$ cat src/rtl/block_stats_collector_pkg.sv
// Shared types and width helpers for the block statistics collector.
package block_stats_collector_pkg;

   typedef enum logic {
      S_IDLE = 1'b0,
      S_RUN  = 1'b1
   } state_t;

   localparam int unsigned DEF_DATA_WIDTH = 8;
   localparam int unsigned DEF_BLOCK_LEN  = 256;

   // Counter must hold BLOCK_LEN itself, hence the extra bit.
   function automatic int unsigned cnt_width(input int unsigned block_len);
      return $clog2(block_len) + 1;
   endfunction

   function automatic int unsigned sum_width(input int unsigned data_width,
                                             input int unsigned block_len);
      return data_width + $clog2(block_len);
   endfunction

endpackage

$ cat src/rtl/block_stats_collector_if.sv
// Sample input stream and result-record handshake of the statistics collector.
interface block_stats_collector_if
   import block_stats_collector_pkg::*;
#(
   parameter int unsigned DATA_WIDTH = DEF_DATA_WIDTH,
   parameter int unsigned BLOCK_LEN  = DEF_BLOCK_LEN
);
   localparam int unsigned CNT_WIDTH = cnt_width(BLOCK_LEN);
   localparam int unsigned SUM_WIDTH = sum_width(DATA_WIDTH, BLOCK_LEN);

   logic                  start;
   logic                  sample_valid;
   logic [DATA_WIDTH-1:0] sample_data;
   logic                  sample_last;
   logic                  rec_valid;
   logic                  rec_ready;
   logic [SUM_WIDTH-1:0]  rec_sum;
   logic [DATA_WIDTH-1:0] rec_min;
   logic [DATA_WIDTH-1:0] rec_max;
   logic [CNT_WIDTH-1:0]  rec_count;
   logic                  rec_len_err;
   logic                  overrun;
   logic                  busy;

   modport master (
      output start, sample_valid, sample_data, sample_last, rec_ready,
      input  rec_valid, rec_sum, rec_min, rec_max, rec_count, rec_len_err,
             overrun, busy
   );

   modport slave (
      input  start, sample_valid, sample_data, sample_last, rec_ready,
      output rec_valid, rec_sum, rec_min, rec_max, rec_count, rec_len_err,
             overrun, busy
   );

endinterface

$ cat src/rtl/block_stats_collector_accum.sv
// Running sum/min/max/count over the current block; _c outputs include the present sample.
module block_stats_collector_accum
   import block_stats_collector_pkg::*;
#(
   parameter int unsigned DATA_WIDTH = DEF_DATA_WIDTH,
   parameter int unsigned BLOCK_LEN  = DEF_BLOCK_LEN
) (
   input  logic                                  clk,
   input  logic                                  rst,
   input  logic                                  clear,
   input  logic                                  accept,
   input  logic [DATA_WIDTH-1:0]                 data,
   output logic [sum_width(DATA_WIDTH, BLOCK_LEN)-1:0] sum_c,
   output logic [DATA_WIDTH-1:0]                 min_c,
   output logic [DATA_WIDTH-1:0]                 max_c,
   output logic [cnt_width(BLOCK_LEN)-1:0]       cnt_c
);
   localparam int unsigned CNT_WIDTH = cnt_width(BLOCK_LEN);
   localparam int unsigned SUM_WIDTH = sum_width(DATA_WIDTH, BLOCK_LEN);

   logic [SUM_WIDTH-1:0]  acc_sum;
   logic [DATA_WIDTH-1:0] acc_min;
   logic [DATA_WIDTH-1:0] acc_max;
   logic [CNT_WIDTH-1:0]  acc_cnt;

   assign sum_c = acc_sum + SUM_WIDTH'(data);
   assign min_c = (data < acc_min) ? data : acc_min;
   assign max_c = (data > acc_max) ? data : acc_max;
   assign cnt_c = acc_cnt + CNT_WIDTH'(1);

   // Clear wins over accept: a closing sample is folded into the record, not the next block.
   always_ff @(posedge clk or posedge rst) begin
      if (rst) begin
         acc_sum <= '0;
         acc_min <= '1;
         acc_max <= '0;
         acc_cnt <= '0;
      end else if (clear) begin
         acc_sum <= '0;
         acc_min <= '1;
         acc_max <= '0;
         acc_cnt <= '0;
      end else if (accept) begin
         acc_sum <= sum_c;
         acc_min <= min_c;
         acc_max <= max_c;
         acc_cnt <= cnt_c;
      end
   end

endmodule

$ cat src/rtl/block_stats_collector.sv
// Per-block sum/min/max/count collector with a one-deep result register and sticky overrun flag.
module block_stats_collector
   import block_stats_collector_pkg::*;
#(
   parameter int unsigned DATA_WIDTH = DEF_DATA_WIDTH,
   parameter int unsigned BLOCK_LEN  = DEF_BLOCK_LEN
) (
   input logic                    clk,
   input logic                    rst,
   block_stats_collector_if.slave bus
);
   localparam int unsigned CNT_WIDTH = cnt_width(BLOCK_LEN);
   localparam int unsigned SUM_WIDTH = sum_width(DATA_WIDTH, BLOCK_LEN);

   state_t state, state_next;

   logic [SUM_WIDTH-1:0]  sum_c;
   logic [DATA_WIDTH-1:0] min_c;
   logic [DATA_WIDTH-1:0] max_c;
   logic [CNT_WIDTH-1:0]  cnt_c;

   logic start_run, accept, hit_len, close, len_err_c, fire;

   logic                  rec_valid;
   logic [SUM_WIDTH-1:0]  rec_sum;
   logic [DATA_WIDTH-1:0] rec_min;
   logic [DATA_WIDTH-1:0] rec_max;
   logic [CNT_WIDTH-1:0]  rec_count;
   logic                  rec_len_err;
   logic                  overrun;

   always_ff @(posedge clk or posedge rst) begin
      if (rst) state <= S_IDLE;
      else     state <= state_next;
   end

   always_comb begin
      state_next = state;
      start_run  = 1'b0;
      case (state)
         S_IDLE: if (bus.start) begin
            state_next = S_RUN;
            start_run  = 1'b1;
         end
         S_RUN:   state_next = S_RUN;
         default: state_next = S_IDLE;
      endcase
   end

   assign accept    = (state == S_RUN) && bus.sample_valid;
   assign hit_len   = (cnt_c == CNT_WIDTH'(BLOCK_LEN));
   assign close     = accept && (bus.sample_last || hit_len);
   assign len_err_c = !(bus.sample_last && hit_len);
   assign fire      = rec_valid && bus.rec_ready;

   block_stats_collector_accum #(
      .DATA_WIDTH (DATA_WIDTH),
      .BLOCK_LEN  (BLOCK_LEN)
   ) u_accum (
      .clk    (clk),
      .rst    (rst),
      .clear  (start_run || close),
      .accept (accept),
      .data   (bus.sample_data),
      .sum_c  (sum_c),
      .min_c  (min_c),
      .max_c  (max_c),
      .cnt_c  (cnt_c)
   );

   // A close can load only if the slot is empty or retiring this same edge; otherwise it is dropped.
   always_ff @(posedge clk or posedge rst) begin
      if (rst) begin
         rec_valid   <= 1'b0;
         rec_sum     <= '0;
         rec_min     <= '0;
         rec_max     <= '0;
         rec_count   <= '0;
         rec_len_err <= 1'b0;
         overrun     <= 1'b0;
      end else begin
         if (start_run) overrun <= 1'b0;
         if (close) begin
            if (!rec_valid || fire) begin
               rec_valid   <= 1'b1;
               rec_sum     <= sum_c;
               rec_min     <= min_c;
               rec_max     <= max_c;
               rec_count   <= cnt_c;
               rec_len_err <= len_err_c;
            end else begin
               overrun <= 1'b1;
            end
         end else if (fire) begin
            rec_valid <= 1'b0;
         end
      end
   end

   assign bus.rec_valid   = rec_valid;
   assign bus.rec_sum     = rec_sum;
   assign bus.rec_min     = rec_min;
   assign bus.rec_max     = rec_max;
   assign bus.rec_count   = rec_count;
   assign bus.rec_len_err = rec_len_err;
   assign bus.overrun     = overrun;
   assign bus.busy        = (state == S_RUN);

endmodule
$ cat src/flat_wrapper.sv
// flat-port wrapper written by rule: the top's interface ports become plain ports
module block_stats_collector_flat import block_stats_collector_pkg::*;
#(
   parameter int unsigned DATA_WIDTH = DEF_DATA_WIDTH,
   parameter int unsigned BLOCK_LEN  = DEF_BLOCK_LEN
)
  (clk, rst, bus_start, bus_sample_valid, bus_sample_data, bus_sample_last, bus_rec_ready, bus_rec_valid, bus_rec_sum, bus_rec_min, bus_rec_max, bus_rec_count, bus_rec_len_err, bus_overrun, bus_busy);
  block_stats_collector_if #(.DATA_WIDTH(DATA_WIDTH), .BLOCK_LEN(BLOCK_LEN)) bus_i ();
  input logic clk;
  input logic rst;
  input wire logic [$bits(bus_i.start)-1:0] bus_start;
  input wire logic [$bits(bus_i.sample_valid)-1:0] bus_sample_valid;
  input wire logic [$bits(bus_i.sample_data)-1:0] bus_sample_data;
  input wire logic [$bits(bus_i.sample_last)-1:0] bus_sample_last;
  input wire logic [$bits(bus_i.rec_ready)-1:0] bus_rec_ready;
  output wire logic [$bits(bus_i.rec_valid)-1:0] bus_rec_valid;
  output wire logic [$bits(bus_i.rec_sum)-1:0] bus_rec_sum;
  output wire logic [$bits(bus_i.rec_min)-1:0] bus_rec_min;
  output wire logic [$bits(bus_i.rec_max)-1:0] bus_rec_max;
  output wire logic [$bits(bus_i.rec_count)-1:0] bus_rec_count;
  output wire logic [$bits(bus_i.rec_len_err)-1:0] bus_rec_len_err;
  output wire logic [$bits(bus_i.overrun)-1:0] bus_overrun;
  output wire logic [$bits(bus_i.busy)-1:0] bus_busy;
  assign bus_i.start = bus_start;
  assign bus_i.sample_valid = bus_sample_valid;
  assign bus_i.sample_data = bus_sample_data;
  assign bus_i.sample_last = bus_sample_last;
  assign bus_i.rec_ready = bus_rec_ready;
  assign bus_rec_valid = bus_i.rec_valid;
  assign bus_rec_sum = bus_i.rec_sum;
  assign bus_rec_min = bus_i.rec_min;
  assign bus_rec_max = bus_i.rec_max;
  assign bus_rec_count = bus_i.rec_count;
  assign bus_rec_len_err = bus_i.rec_len_err;
  assign bus_overrun = bus_i.overrun;
  assign bus_busy = bus_i.busy;
  block_stats_collector #(.DATA_WIDTH(DATA_WIDTH), .BLOCK_LEN(BLOCK_LEN)) u_core (.clk(clk), .rst(rst), .bus(bus_i));
endmodule
$ cat config.mk
export PLATFORM = sky130hd
export DESIGN_NAME = block_stats_collector_flat
export DESIGN_NICKNAME = d
export VERILOG_FILES = /design/src/rtl/block_stats_collector_pkg.sv /design/src/rtl/block_stats_collector_if.sv /design/src/rtl/block_stats_collector_accum.sv /design/src/rtl/block_stats_collector.sv /design/src/flat_wrapper.sv
export SDC_FILE = /design/constraint.sdc
export NUM_CORES = 1
export LEC_CHECK = 0
export CORE_UTILIZATION = 45
export CTS_CLUSTER_DIAMETER = 60
export DETAILED_ROUTE_END_ITERATION = 12
export PLACE_DENSITY = 0.69
export SLEW_MARGIN = 20
export SYNTH_ARGS = -nofsm -noshare
export SYNTH_HDL_FRONTEND = slang
export SYNTH_HIERARCHICAL = 1
export SYNTH_SLANG_ARGS = --single-unit
$ cat constraint.sdc
create_clock -name clk -period 6.7 [get_ports clk]
set_input_delay 1.34 -clock clk [delete_from_list [all_inputs] [get_ports clk]]
set_output_delay 1.34 -clock clk [all_outputs]
set_load 0.05 [all_outputs]
-- Word-level counts from Yosys, hierarchy flattened
Index checks and enable logic that the tools add are counted.
- bits of input ports: 14
- flip-flop bits (word level): 86
- word-level logic and storage cells: 51
- output and inout bits: 45
- multiplexer cells: 19
- $lt $le $gt $ge: 2
- bitwise gates (word level): 1
- equality and inequality tests: 2
- reduce and logical (&&, ||, !) cells: 13
- add/sub/neg operators: 2
- operators by type and width (operator ; number):
    two-way mux 8 bit ; 6
    two-way mux 16 bit ; 2
    two-way mux 9 bit ; 2
    adder 16 x 8 -> 16 bit ; 1
    adder 9 x 1 -> 9 bit, second input constant ; 1
    equality test 9 bit, second input constant ; 1
    greater-than comparator 8 bit ; 1
    < comparator 8 bit ; 1
    two-way mux 1 bit ; 8
    logical AND 1 bit ; 4
    AND reduction 2 bit ; 2
    nonzero test 2 bit ; 2
    logical OR 1 bit ; 3
    logical NOT 1 bit ; 2
    inequality test 2 bit, second input constant ; 1
    one-hot mux 1 bit (2 select lines) ; 1
    inverter 1 bit ; 1

-- Depth between registers and ports, before layout
Gate-level depths: netlist of the first run.
- depth after elaboration: 6
- mapped depth: 13
- gate-level depth less buffers: 13

-- By module
Netlist of the first run, hierarchy kept.
- by module, submodules not included (module ; sequential area each (um^2) ; times used ; area each (um^2) ; cells each):
    block_stats_collector_accum ; 1036.0 ; 1 ; 3229.3 ; 372
    block_stats_collector ; 1126.1 ; 1 ; 1747.9 ; 109

-- Least setup slack after synthesis of the first run
OpenSTA, ideal clock, no wires.
- path kind: input-to-reg
- start point: input bus_sample_data[0]
- end point: register u_core.rec_sum[14], in the netlist u_core/bus.rec_sum[14]
- arrival: 3.094 ns
- setup time: 0.125 ns
- stages: 8
- required time: 6.575 ns
- path buffers: 0
- path slack: 3.481 ns
- path through: ha_1 fa_1 a211oi_1 o21bai_2 o21ai_1 nor3_1 xor2_1 mux2_2
- cells in the longest elaborated chain, start to end: 1
- RTL lines (element ; line ; text):
    from (decl) ; flat_wrapper.sv:13 ; input wire logic [$bits(bus_i.sample_data)-1:0] bus_sample_data;
    adder 16 x 8 -> 16 bit ; block_stats_collector_accum.sv:26 ; assign sum_c = acc_sum + SUM_WIDTH'(data);
    net u_core.sum_c[14] ; block_stats_collector.sv:17 ; logic [SUM_WIDTH-1:0] sum_c;
    to (signal assigned) ; block_stats_collector.sv:86 ; rec_sum <= sum_c;
    to (decl) ; block_stats_collector.sv:25 ; logic [SUM_WIDTH-1:0] rec_sum;
The timed path passes the listed nets, and every way through them passes these cells.
A chain may end at the register's enable or synchronous reset.

-- Final worst setup path of the first run
- start point: input bus_sample_data[4]
- end point: register u_core.rec_min[0], in the netlist u_core/bus.rec_min[0]
- cells in the longest elaborated chain, start to end: 2
- RTL lines (element ; line ; text):
    < comparator 8 bit ; block_stats_collector_accum.sv:27 ; assign min_c = (data < acc_min) ? data : acc_min;
    two-way mux 8 bit ; block_stats_collector_accum.sv:27 ;
    net u_core.min_c[0] ; block_stats_collector.sv:18 ; logic [DATA_WIDTH-1:0] min_c;
    to (signal assigned) ; block_stats_collector.sv:87 ; rec_min <= min_c;
    to (decl) ; block_stats_collector.sv:26 ; logic [DATA_WIDTH-1:0] rec_min;
The timed path passes the listed nets, and every way through them passes these cells.

==> impl_metrics.csv, run 1 <==
group,metric,value,unit
worst_setup_path,crit-reg2reg-launch,"u_core/u_accum/acc_cnt[0]",
floorplan,die_y,107.2,um
global_routing,track_usage,0.2038,
drt,drt_wl_total,10.68,mm
yosys,netlist_top_cells_area,"dfrtp_1, mux2_2, ha_1, mux2i_1, dfstp_2",
timing,period_share,0.5637,
worst_setup_path,cp.required,6.96,ns
clock_network,clockBufferDepth,2,
clock_network,clkTransAtPathRegs,0.09,ns
power,p_leak,2.710,nW
yosys,yosysUniqueCellTypes,61,
timing,finalMaxSlewViolations,0,
global_routing,grt_pass1_wl,18.00,mm
clock_network,cts_tree,"built",
placement,dp_hpwl,7.381,mm
worst_setup_path,rr_worst_depth,9,
worst_setup_path,arrival,4.04,ns
clock_network,postCtsSetupBuffers,0,
drt,route.detailed.drc,0,
timing,rsz0062_at_grt,"false",
global_routing,grt_max_degree,46,
clock_network,clk_latency,0.37,ns
timing,setup_viol,0,
drt,drt-initial-drc-count,151,
clock_network,ctsResizeCount,0,
worst_setup_path,path_max_fanout,16,
drt,ant_nets,0,
global_routing,grt_pass1_vias,3708,
yosys,synth_fp_nets,520,
timing,slew_headroom,0.3022,
worst_setup_path,rrSetupSlack,2.98,ns
floorplan,fp-row-count,38,
yosys,synth_ff_type,"dfrtp_1",
floorplan,die_area,11490,sq um
placement,io_buffer_count,58,
clock_network,htree_levels,3,
floorplan,pin_count,59,
yosys,yosys_warnings,6,
timing,finalHoldViolCount,0,
finish,final_nets,568,
clock_network,cts_hold_buf,0,
yosys,synth_area_per_cell,10.35,sq um
timing,final.setup.tns,0,ns
finish,drive_above_1_share,0.1536,
worst_setup_path,startpoint_type,"primary input",
drt,wire_per_inst,15.84,um
timing,fmax,264.8,MHz
hold_path,whs_path_depth,1,
timing,finClkSkew,0.006958,ns
floorplan,start_util,0.4612,
power,power_density,404.4,nW/um^2
floorplan,die_x,107.2,um
yosys,synth-async-reset-ratio,1.000,
finish,design_area,5887,sq um
global_routing,gr-total-overflow,0,
drt,drt_first_pass_iters,4,
flow_run,cap_violations,0,
worst_setup_path,worstReg2RegEnd,"u_core/bus.rec_min[2]",
worst_setup_path,crit_type,"in2reg",
timing,worst_slew_pin_slew,1.046,ns
placement,gp_congestion,0.7832,
global_routing,antenna_found_initial,0,
clock_network,cts_sinks,86,
yosys,ys_ff_latch,86,
finish,diodes,0,
power,worst_ir_drop_vdd,0.1715,mV
outcome,outcome,"finished, final reports clean",
yosys,synth-edff-count,0,
timing,timing.final.crit_period,3.777,ns
floorplan,core_area,10790,sq um
worst_setup_path,endpoint,"u_core/bus.rec_min[0]",
yosys,syn-instance-count,481,
clock_network,cts_buffers,9,
hold_path,hold_path.class,"reg2reg",
drt,vias_per_cell,5.353,
finish,layout-area-overhead-vs-synth,18.28,%
yosys,yosysTopAreaCell,"dfrtp_1",
yosys,ys_seq_area_frac,0.4344,
worst_setup_path,setup.worst_path.end_class,"register",
yosys,synth_top_area_share,0.3922,
worst_setup_path,cp-startpoint,"bus_sample_data[4]",
drt,vias,3608,
clock_network,cts_root_buf,"clkbuf_8",
placement,placed_cell_area,5613,sq um
yosys,netlist_area,4977,sq um
==> registers in the layout (all words and copies together), names as in the netlist, 8 cells and up <==
name                    cells
u_core/u_accum/acc_cnt      9
u_core/u_accum/acc_max      8
u_core/u_accum/acc_min      8
u_core/bus.rec_min          8
u_core/bus.rec_sum         16
u_core/u_accum/acc_sum     16
u_core/bus.rec_max          8
u_core/bus.rec_count        9
==> cells by family after synthesis <==
group / after synthesis / share of synthesized area
muxes: 67 / 0.1458
DFF: 86 / 0.4344
AOI/OAI and AO/OA: 74 / 0.1001
adders and majority gates: 25 / 0.06435
xor gates and xnor gates: 31 / 0.05455
and+or+nand+nor: 148 / 0.1518
buffers and inverters: 50 / 0.04902
==> area by class of cell <==
class / instances / area [sq um]
clock buffers: 10 / 137.6
clock inverters: 6 / 132.6
fillers: 963 / 4906
inverters: 25 / 95.09
multi-input cells: 345 / 2574
flip-flops and latches: 86 / 2162
well taps: 140 / 175.2
repair buffers: 62 / 610.6
==> power by group <==
| group | total, mW | internal [mW] | switching [mW] |
|---|---|---|---|
| sequential | 0.767 | 0.671 | 0.0956 |
| combinational | 1.13 | 0.429 | 0.696 |
| clock | 0.488 | 0.295 | 0.194 |
==> worst min-delay path by stage <==
stage | startpoint | slack, ns | end
floorplan | u_core/u_accum/acc_sum[0] | 0.49 | u_core/u_accum/acc_sum[0]
global placement | u_core/bus.rec_sum[11] | 0.48 | u_core/bus.rec_sum[11]
detailed placement | u_core/bus.rec_sum[11] | 0.48 | u_core/bus.rec_sum[11]
CTS | u_core/bus.rec_sum[11] | 0.50 | u_core/bus.rec_sum[11]
global route | u_core/bus.rec_sum[11] | 0.52 | u_core/bus.rec_sum[11]
finish | u_core/bus.rec_sum[11] | 0.50 | u_core/bus.rec_sum[11]
==> critical path, cell delays in order <==
cell,delay [ns]
clkdlybuf4s50_1,0.68
ha_1,0.32
a21o_1,0.20
a221oi_1,0.36
o21a_1,0.49
mux2_2,0.38
mux2_2,0.26
==> layer usage <==
metal | wire length (um) | share of wire | track usage
met1 | 5003 | 0.47 | 0.2638
met4 | 165 | 0.015 | 0.07143
met5 | 0 | 0 | 0
met2 | 5136 | 0.48 | 0.3359
met3 | 369 | 0.035 | 0.04438
==> synthesized netlist by cell type (all sizes together) (4+ instances only) <==
library cell  instances
xnor2                 9
o21a                  4
dfrtp                78
a21o                  7
nand2b               23
mux2                 44
and3                  6
mux2i                23
nor3b                 4
inv                  25
nand3                 9
nand4                 8
nand2                31
and2                  4
a211oi                4
buf                  15
nor2                 45
o211ai                5
xor2                 22
o21ai                22
a21oi                16
ha                   24
dfstp                 8
nor3                  6
clkbuf               10
==> stage by stage <==
| step | worst slack (ns) | hold WS (ns) | utilization | power, mW | cells |
|---|---|---|---|---|---|
| floorplan | 3.481 | 0.4906 | - | 1.588 | 481 |
| global placement | 2.597 | 0.4776 | 0.5201 | 1.870 | 658 |
| detailed placement | 2.497 | 0.4778 | 0.5201 | 1.898 | 658 |
| CTS | 2.866 | 0.5031 | 0.5451 | 2.398 | 674 |
| global route | 2.683 | 0.5195 | 0.5454 | 2.522 | 674 |
| finish | 2.923 | 0.4983 | 0.5454 | 2.381 | 674 |
==> layout by cell type (no fill, tap or decap), types with 4 or more instances in the layout <==
master           count
o211ai_1             4
nand4_1              8
ha_1                24
and3_1               6
clkbuf_8            10
a21oi_1             16
buf_4                4
xor2_1              22
o21ai_0             20
mux2_2              41
mux2i_1             23
dfrtp_1             78
nand2_1             29
o21a_1               4
inv_1               24
nand3_1              9
dfstp_2              8
clkdlybuf4s50_1     58
nor3_1               5
nor2_1              45
nand2b_1            23
bufinv_16            4
a21o_1               6
xnor2_1              9
Power figures use the tool's default switching activity.
==> inputs of run 2 (changes only) <==
Settings changed: PLACE_DENSITY 0.69 to 0.72.
Clock period 6.7 ns to 3.2 ns, I/O delays scaled along.
==> impl_metrics.csv, run 2 (synthesized netlist as in run 1, its figures left out) <==
group,metric,value,unit
timing,period_share,0.9055,
global_routing,antenna_found_initial,0,
power,power_frac_seq,0.337,
power,power,4.766,mW
finish,fillers,942,
finish,largestRegisters,"u_core/bus.rec_sum x16, u_core/u_accum/acc_sum x16",
global_routing,gr-total-overflow,0,
floorplan,pin_count,59,
finish,final_cell_mix,"dfrtp_1, clkdlybuf4s50_1, nor2_1",
clock_network,htree_levels,3,
clock_network,cts_tree,"built",
timing,rsz0062_at_grt,"false",
clock_network,cts_sinks,86,
worst_setup_path,crit_type,"reg2reg",
clock_network,cts_buffers,9,
worst_setup_path,setup.worst_path.end_class,"register",
worst_setup_path,startpoint_type,"register",
finish,diodes,0,
floorplan,die_area,11490,sq um
finish,layout-area-overhead-vs-synth,19.98,%
timing,slew_headroom,0.6215,
finish,stdcell_count,691,
timing,finalHoldViolCount,0,
global_routing,grt_max_degree,45,
timing,finClkSkew,0.01022,ns
drt,vias,3689,
hold_path,hold_path.class,"reg2reg",
placement,place_inst,676,
drt,drt_first_pass_iters,4,
floorplan,die_y,107.2,um
placement,gp_congestion,0.8514,
finish,final_util,0.5533,
clock_network,clk_latency,0.36,ns
drt,drt_wl_total,10.74,mm
finish,final_common_cell,"dfrtp_1",
drt,ant_nets,0,
power,p_int,2.736,mW
timing,setup_viol,0,
power,clock_power_share,0.157,
power,swShare,0.4259,
floorplan,die_x,107.2,um
clock_network,cts_hold_buf,0,
global_routing,track_usage,0.2015,
outcome,outcome,"finished, final reports clean",
floorplan,start_util,0.4612,
power,power_density,798.0,nW/um^2
drt,drt-initial-drc-count,146,
flow_run,cap_violations,0,
worst_setup_path,arrival,3.14,ns
power,switching_power,2.030,mW
power,comb_power_share,0.507,
drt,route.detailed.drc,0,
floorplan,fp-row-count,38,
timing,timing.final.crit_period,2.898,ns
finish,final_nets,586,
power,worst_ir_drop_vdd,0.4426,mV
timing,final.setup.tns,0,ns
worst_setup_path,cp.required,3.44,ns
floorplan,core_area,10790,sq um
timing,worst_slew_pin_slew,0.5677,ns
timing,fmax,345.1,MHz
finish,drive_above_1_share,0.1760,
placement,io_buffer_count,58,
power,p_leak,2.773,nW
global_routing,grt_pass1_wl,17.95,mm
global_routing,grt_pass1_vias,3699,
clock_network,postCtsSetupBuffers,0,
finish,seq_area,2162,sq um
clock_network,clockBufferDepth,2,
placement,placed_cell_area,5773,sq um
timing,finalMaxSlewViolations,0,
finish,multiInputGateArea,2587,sq um
clock_network,cts_root_buf,"clkbuf_8",
drt,vias_per_cell,5.339,
clock_network,clkTransAtPathRegs,0.08,ns
finish,design_area,5972,sq um
placement,dp_hpwl,7.787,mm
drt,wire_per_inst,15.54,um
worst_setup_path,path_max_fanout,10,
## run 2: changes by cell type in the layout (fill, tap and decap cells not counted), sizes merged
| cell | delta |
|---|---|
| buf | +18 |
| bufinv | -3 |
| clkbuf | +4 |
| clkinv | -2 |
| clkinvlp | -1 |
| inv | +1 |
## run 2: routing by layer
| metal | track usage | vias to the layer above | wire length [um] |
|---|---|---|---|
| met5 | 0 | - | 0 |
| met4 | 0.06458 | 0 | 116 |
| met3 | 0.04195 | 10 | 339 |
| met2 | 0.3263 | 60 | 5249 |
| met1 | 0.2696 | 1823 | 5034 |
| li1 | - | 1796 | - |
## run 2: repair_timing
action / in CTS / in global routing
endpoints found under the setup margin: 0 / 4
endpoints found under the hold margin: 0 / 0
resized for setup: 0 / 3
## run 2: worst max-delay path, cell delays in order, from the launching register on
cell      delay, ns
dfrtp_1        0.42
ha_1           0.25
and3_1         0.23
and3_1         0.23
xor2_1         0.17
nor4_2         0.20
a41oi_1        0.24
nand2b_1       0.25
nand2_2        0.17
buf_4          0.20
nand2b_1       0.16
nor2_1         0.05
mux2i_1        0.14
nand3_1        0.09
## run 2: metrics by stage
step	setup slack [ns]	hold WS [ns]
floorplan	0.2398	0.4906
global placement	0.1743	0.4813
detailed placement	0.1005	0.4802
CTS	0.1138	0.4983
global route	0.05524	0.5065
finish	0.3024	0.4947
## run 2: power by group through the flow
stage / combinational (mW) / clock [mW] / sequential (mW)
final: 2.41 / 0.747 / 1.61
after global routing: 2.60 / 0.818 / 1.65
after CTS: 2.42 / 0.770 / 1.61
after detailed placement: 2.41 / 0 / 1.63
after global placement: 2.36 / 0 / 1.62
after floorplan: 1.10 / 0 / 2.22
## run 2: cell type report
class                   instances  area share
clock inverters                 1    0.005028
clock buffers                  14     0.02556
multi-input cells             345      0.4333
repair buffers                 80      0.1291
inverters                      25     0.01571
flip-flops and latches         86      0.3620
well taps                     140     0.02933
## run 2: worst paths after layout
kind	from	endpoint	slack, ns	depth (start not counted)
worst max-delay path	u_core/u_accum/acc_cnt[0]	u_core/u_accum/acc_sum[11]	0.30	13
worst min-delay path	u_core/bus.rec_count[2]	u_core/bus.rec_count[2]	0.49	1
worst max register to register	u_core/u_accum/acc_cnt[0]	u_core/u_accum/acc_sum[11]	0.30	13
worst min register to register	u_core/bus.rec_count[2]	u_core/bus.rec_count[2]	0.49	1
max in group asynchronous	rst	u_core/bus.rec_count[6]	1.82	3
min in group asynchronous	rst	u_core/bus.rec_max[3]	0.65	2
